[config.mk]
export PLATFORM = sky130hd
export DESIGN_NAME = mux_scan
export DESIGN_NICKNAME = d
export VERILOG_FILES = /design/src/rtl/mux_scan.sv
export SDC_FILE = /design/constraint.sdc
export NUM_CORES = 1
export LEC_CHECK = 0
export BUFFER_PORTS_ARGS = -buffer_cell sky130_fd_sc_hd__buf_2
export CAP_MARGIN = 10
export CORE_UTILIZATION = 53
export DETAILED_ROUTE_END_ITERATION = 12
export PLACE_DENSITY = 0.71
export SLEW_MARGIN = 10
export SYNTH_ARGS = -nofsm -noshare
export SYNTH_HDL_FRONTEND = slang
export SYNTH_SLANG_ARGS = --single-unit
[constraint.sdc]
create_clock -name clk -period 5.1 [get_ports clk]
set_input_delay 0.51 -clock clk [delete_from_list [all_inputs] [get_ports clk]]
set_output_delay 0.51 -clock clk [all_outputs]
set_load 0.01 [all_outputs]
[src/rtl/mux_scan.sv]
// N_CH-channel, W-bit registered multiplexer with manual select and masked auto-scan.
// Optional `last` frame-end output is enabled by defining MUX_SCAN_LAST_EN.
module mux_scan #(
  parameter int N_CH  = 8,
  parameter int W     = 1,
  parameter int SEL_W = $clog2(N_CH),
  parameter int DWELL = 4
) (
  input  logic                clk,
  input  logic                rst,
  input  logic [N_CH*W-1:0]   I,
  input  logic [SEL_W-1:0]    S,
  input  logic                mode,
  input  logic                en,
  input  logic [N_CH-1:0]     mask,
  output logic [W-1:0]        Y,
  output logic [SEL_W-1:0]    ch,
  output logic                strobe
`ifdef MUX_SCAN_LAST_EN
  ,
  output logic                last
`endif
);

  typedef enum logic {MAN, SCAN} state_t;

  localparam int CW = 16;

  state_t           state, state_nxt;
  logic [CW-1:0]    cnt, cnt_nxt;
  logic [SEL_W-1:0] ch_nxt, adv_ch;
  logic [W-1:0]     y_nxt;
  logic             strobe_nxt;
  logic             s_ok;
  logic [W-1:0]     chan [N_CH];

  always_comb begin
    for (int unsigned k = 0; k < N_CH; k++) begin
      chan[k] = I[k*W +: W];
    end
  end

  // Range test by enumeration so power-of-2 builds carry no constant compare.
  always_comb begin
    s_ok = 1'b0;
    for (int unsigned k = 0; k < N_CH; k++) begin
      if (S == SEL_W'(k)) s_ok = 1'b1;
    end
  end

  // First unmasked channel above ch, wrapping; falls back to ch itself.
  always_comb begin
    logic             found;
    int unsigned      t;
    logic [SEL_W-1:0] idx;
    found  = 1'b0;
    adv_ch = ch;
    t      = 0;
    idx    = '0;
    for (int unsigned d = 1; d <= N_CH; d++) begin
      t = int'(ch) + d;
      if (t >= N_CH) t = t - N_CH;
      idx = SEL_W'(t);
      if (!found && mask[idx]) begin
        found  = 1'b1;
        adv_ch = idx;
      end
    end
  end

  always_comb begin
    state_nxt  = state;
    cnt_nxt    = cnt;
    ch_nxt     = ch;
    y_nxt      = chan[ch];
    strobe_nxt = 1'b0;
    case (state)
      MAN: begin
        if (mode) begin
          state_nxt = SCAN;
          cnt_nxt   = '0;
        end else if (s_ok) begin
          ch_nxt = S;
          y_nxt  = chan[S];
        end else begin
          y_nxt = '0;
        end
      end
      SCAN: begin
        if (!mode) begin
          state_nxt = MAN;
          cnt_nxt   = '0;
          if (s_ok) begin
            ch_nxt = S;
            y_nxt  = chan[S];
          end else begin
            y_nxt = '0;
          end
        end else if (mask == '0) begin
          cnt_nxt = '0;
          y_nxt   = '0;
        end else if (en) begin
          if (cnt == CW'(DWELL - 1)) begin
            cnt_nxt    = '0;
            strobe_nxt = 1'b1;
            ch_nxt     = adv_ch;
            y_nxt      = chan[adv_ch];
          end else begin
            cnt_nxt = cnt + 1'b1;
          end
        end
      end
      default: state_nxt = MAN;
    endcase
  end

  always_ff @(posedge clk) begin
    if (rst) begin
      state  <= MAN;
      cnt    <= '0;
      ch     <= '0;
      Y      <= '0;
      strobe <= 1'b0;
    end else begin
      state  <= state_nxt;
      cnt    <= cnt_nxt;
      ch     <= ch_nxt;
      Y      <= y_nxt;
      strobe <= strobe_nxt;
    end
  end

`ifdef MUX_SCAN_LAST_EN
  always_ff @(posedge clk) begin
    if (rst) last <= 1'b0;
    else     last <= strobe_nxt && (ch_nxt <= ch);
  end
`endif

endmodule

==> results.tsv, run 1 <==
metric	value	unit
status	finished clean	
grt_remaining_overflow	0	
crit_arrival	3840	ps
gr-usage-met3	0.0367	
skew	6.63	ps
period_needed	3690	ps
port_buffers	27	
fin_setup_tns	0	ps
layout.nets	325	
cp_max_fo	10	
maxSlewHeadroom	0.616	
p_per_area	229	nW/um2
ys_types	59	
ys_ff_latch	22	
leakage	0.957	nW
wl_per_cell	16.3	um
gp_congestion	0.910	
vdd_drop_max	0.158	mV
vias	2207	
synthTopCellsByArea	dfxtp_1, mux4_2, mux2i_1, nor2_1, nand2_1	
setup_ws	1410	ps
crit_path_cell_trace	clkinv_1, ha_1, mux2i_1, mux2i_1, o221ai_1, or3b_1, a2bb2oi_1, a21oi_2, mux2_2, o2111ai_1, o211ai_1	
met1_usage	0.344	
routed_via_density	6.34	
synth_edf_count	0	
synth_area	2300	um2
grt_start_max_net_pins	26	
cp.required	5250	ps
cap_violations	0	
place_hpwl	4390	um
met2_usage	0.441	
firstDrtPassIters	5	
die_h	67.9	um
core	4090	um2
regArea	440	um2
initial_utilization	0.564	
grt_usage	0.264	
clkLatencyLatePin	260	ps
drt-total-wl	5660	um
placementRows	23	
min_period_over_period	0.724	
drc	0	
die_w	67.9	um
ant_nets	0	
drtIter0Drc	148	
ys.flop_type	dfxtp_1	
yosysWarnings	0	
root_buffer	clkbuf_8	
timing.hold.ws	507	ps
crit_buf_inv	1	
multi_input_area	1770	um2
start_kind	flop	
place_ws	1510	ps
rsz0062_at_grt	false	
synth_cells	279	
async_flop_share	0	
synth-simple-area-share	0.257	
yosys.area_share.adder	0.0163	
drive_gt1_frac	0.208	
crit_path_end_kind	flop	
synth_top_family_by_area	simple AND/OR/NAND/NOR gates	
ys_seq_area_frac	0.191	
fill_cells	353	
critPathKind	reg2reg	
clk_pin_slew_worst_paths	80	ps
postCtsHoldBufs	0	
clk_path_buf_depth	2	
crit_path_frequent_cell	mux2i_1	
grt_pass1_wl	9280	um
cts_tree	yes	
synth_xor_area_frac	0.0494	
avgSynthCellArea	8.26	um2
hold_viol	0	
slowest_stage	ha_1	
diodes	0	
cts-htree-levels	1	
worst_pin_slew	571	ps
hp-class	reg2reg	
slew_violations	0	
antenna_found_initial	0	
synthMostInstantiatedCell	nor2_1	
cpLargestDelayFamily	compound AO/OA/AOI/OAI gates	
numCtsBuffers	3	
syn_nets	305	
slowest_delay	570	ps
gr-max-usage-layer	met2	
synth_compound_area_frac	0.189	
setup_viol_count_final	0	
ctsResizeCount	0	
pin_count	28	
synth_top_area_share	0.191	
clkSinkCount	22	
fp.dieArea	4610	um2
max_freq	271	MHz
synth.largest_area_cell	dfxtp_1	
synthToLayoutAreaGrowth	9.83	%
synthTopCellsByCount	nor2_1, dfxtp_1, nand2_1	
cts_setup_buffers	0	
grt_pass1_vias	2059	
synth.area.mux_share	0.256	
[final timing paths]
check           from  endpoint  slack [ps]  cells after the start
max            ch[1]         Y        1410                     11
min          cnt[14]   cnt[14]         510                      2
max reg2reg    ch[1]         Y        1410                     11
min reg2reg  cnt[14]   cnt[14]         510                      2
[cell type report]
class / count / area share
Timing Repair Buffer: 30 / 0.0623
Multi-Input combinational cell: 234 / 0.699
Clock buffer: 3 / 0.0163
Tap cell: 50 / 0.0247
Clock inverter: 1 / 0.0119
Sequential cell: 22 / 0.174
Inverter: 8 / 0.0119
[kinds of logic (layout without fill, tap and decap cells)]
| group | Yosys count | count (layout) |
|---|---|---|
| XOR/XNOR | 13 | 13 |
| flip-flops | 22 | 22 |
| AO/OA/AOI/OAI | 61 | 61 |
| multiplexers | 41 | 41 |
| AND/OR/NAND/NOR | 116 | 116 |
| buffers and inverters | 23 | 42 |
| adder cells (fa/ha/maj) | 3 | 3 |
[tightest hold or removal path, stage by stage (launching register included)]
cell     delay, ps
dfxtp_1        340
o21ai_0         70
a21oi_1         60
[per-stage QoR]
| stage | cells | power [mW] | cell area (um2) | util |
|---|---|---|---|---|
| 6_report | 348 | 0.580 | 2530 | 0.619 |
| 4_1_cts | 348 | 0.580 | 2530 | 0.619 |
| 2_1_floorplan | 279 | 0.362 | 2300 | - |
| 5_1_grt | 348 | 0.612 | 2530 | 0.619 |
| 3_3_place_gp | 344 | 0.415 | 2460 | 0.602 |
| 3_5_place_dp | 344 | 0.417 | 2460 | 0.602 |
[state kept, by name, summed over array words and instances, names as in the netlist]
register,count
cnt,16
ch,3
Y,1
state,1
strobe,1
[per-layer routing]
metal / vias up / wire length [um]
li1: 1092 / -
met1: 1037 / 2520
met2: 64 / 2720
met3: 14 / 276
met4: 0 / 141
met5: - / 0
[where the power goes]
group	switching, mW	leakage [nW]	internal (mW)
Combinational	0.133	0.743	0.105
Sequential	0.00484	0.178	0.175
Clock	0.0576	0.0357	0.105
[layout by cell type, fill, tap and decap left out, drive strengths merged, types with 5 or more instances in the layout]
cell	count
a22oi	6
and3	5
mux2	8
xor2	9
nor3	6
nand4	5
o211ai	6
nor2	35
mux2i	21
nand2	22
buf	30
inv	7
mux4	12
o21ai	9
a21oi	13
nand3	14
dfxtp	22
Power figures use the tool's default switching activity.
==> run 2, diff against run 1 <==
==> constraint.sdc (replaced) <==
create_clock -name clk -period 3.8 [get_ports clk]
set_input_delay 0.38 -clock clk [delete_from_list [all_inputs] [get_ports clk]]
set_output_delay 0.38 -clock clk [all_outputs]
set_load 0.01 [all_outputs]
==> results.tsv, run 2 (synthesized netlist as in run 1, its figures left out) <==
metric	value	unit	change
grt_start_max_net_pins	29		was 26
grt_pass1_vias	2030		was 2,059
vdd_drop_max	0.193	mV	was 0.158 mV
timing.hold.ws	429	ps	was 507 ps
hold_viol	0		unchanged
cp.required	3950	ps	was 5250 ps
place_ws	379	ps	was 1510 ps
grt_remaining_overflow	0		unchanged
min_period_over_period	0.922		was 0.724
antenna_found_initial	0		unchanged
max_freq	286	MHz	was 271 MHz
drive_gt1_frac	0.223		was 0.208
die_h	67.9	um	unchanged
largest_reg_flops	16		unchanged
wl_per_cell	16.3	um	about the same
slew_violations	0		unchanged
leakage	0.968	nW	was 0.957 nW
firstDrtPassIters	4		was 5
vias	2236		was 2,207
grt_usage	0.263		was 0.264
maxSlewHeadroom	0.587		was 0.616
cap_violations	0		unchanged
routed_via_density	6.37		was 6.34
cp_max_fo	10		unchanged
rsz0062_at_grt	false		unchanged
largestRegisters	cnt x16, ch x3		unchanged
fin_setup_tns	0	ps	unchanged
drtIter0Drc	202		was 148
top_register	cnt		unchanged
postCtsHoldBufs	0		unchanged
clkLatencyLatePin	260	ps	about the same
root_buffer	clkbuf_8		unchanged
numCtsBuffers	3		unchanged
crit_arrival	3650	ps	was 3840 ps
drc	0		unchanged
clk_path_buf_depth	2		unchanged
status	finished clean		unchanged
setup_ws	298	ps	was 1410 ps
layout.nets	328		was 325
port_buffers	27		unchanged
final_cell_count_no_fill	351		was 348
period_needed	3500	ps	was 3690 ps
cts_tree	yes		unchanged
diodes	0		unchanged
clk_pin_slew_worst_paths	80	ps	about the same
pin_count	28		unchanged
setup_viol_count_final	0		unchanged
synthToLayoutAreaGrowth	11.0	%	was 9.83%
total_power	0.737	mW	was 0.580 mW
cts_setup_buffers	0		unchanged
p_per_area	288	nW/um2	was 229 nW/um2
cts-htree-levels	1		unchanged
drt-total-wl	5710	um	was 5660 um
core	4090	um2	unchanged
initial_utilization	0.564		unchanged
skew	8.12	ps	was 6.63 ps
ant_nets	0		unchanged
clkSinkCount	22		unchanged
hp-class	in2reg		was reg2reg
start_kind	flop		unchanged
final_common_cell	nor2_1		unchanged
placementRows	23		unchanged
worst_pin_slew	615	ps	was 571 ps
grt_pass1_wl	9230	um	was 9280 um
layout_common_cells	nor2_1, buf_2, dfxtp_1, nand2_1, mux2i_1		unchanged
fp.dieArea	4610	um2	unchanged
place_inst	347		was 344
gp_congestion	0.879		was 0.910
crit_path_end_kind	flop		unchanged
place_hpwl	4360	um	was 4390 um
ctsResizeCount	0		unchanged
die_w	67.9	um	unchanged
critPathKind	reg2reg		unchanged
run 2: cell count changes in the layout (fill, tap and decap cells not counted):
| cell | before | now |
|---|---|---|
| buf_12 | 0 | 1 |
| mux2i_2 | 1 | 3 |
| clkbuf_8 | 3 | 4 |
| mux2i_1 | 20 | 18 |
| bufinv_16 | 1 | 0 |
| buf_4 | 3 | 5 |
run 2: per-stage QoR:
stage                     instance area, um2   util
after floorplan                         2310      -
after global placement                  2500  0.612
after global routing                    2560  0.626
final                                   2560  0.626
after detailed placement                2500  0.612
after CTS                               2560  0.626
run 2: worst paths after layout:
path / from / to / slack [ps] / cells past startpoint
max: ch[0] / Y / 300 / 11
min: rst / ch[1] / 430 / 2
max reg2reg: ch[0] / Y / 300 / 11
min reg2reg: cnt[14] / cnt[14] / 530 / 2
run 2: worst max-delay path: stages (launching register included):
cell and delay [ps]:
dfxtp_1 380, inv_1 110, ha_1 600, mux2i_2 380, mux2i_1 240, nor2_1 170, nor4b_2 380, a2bb2oi_1 190
a21oi_2 290, mux2_2 370, o2111ai_1 170, o211ai_1 100
run 2: area by class of cell:
type	count	area [um2]
clock buffers	4	55.1
fillers	390	1530
inverters	8	30.0
multi-input cells	234	1780
flip-flops and latches	22	440
well taps	50	62.6
repair buffers	33	193
run 2: layer usage:
metal | vias to the layer above | track usage | share of wire
li1 | 1098 | - | -
met1 | 1055 | 0.348 | 0.46
met5 | - | 0 | 0
met4 | 0 | 0.0625 | 0.013
met3 | 9 | 0.0317 | 0.053
met2 | 74 | 0.451 | 0.47
run 2: power breakdown:
group	switching [mW]	internal, mW
logic	0.183	0.148
registers	0.00499	0.235
clock network	0.0745	0.0922
total	0.262	0.474
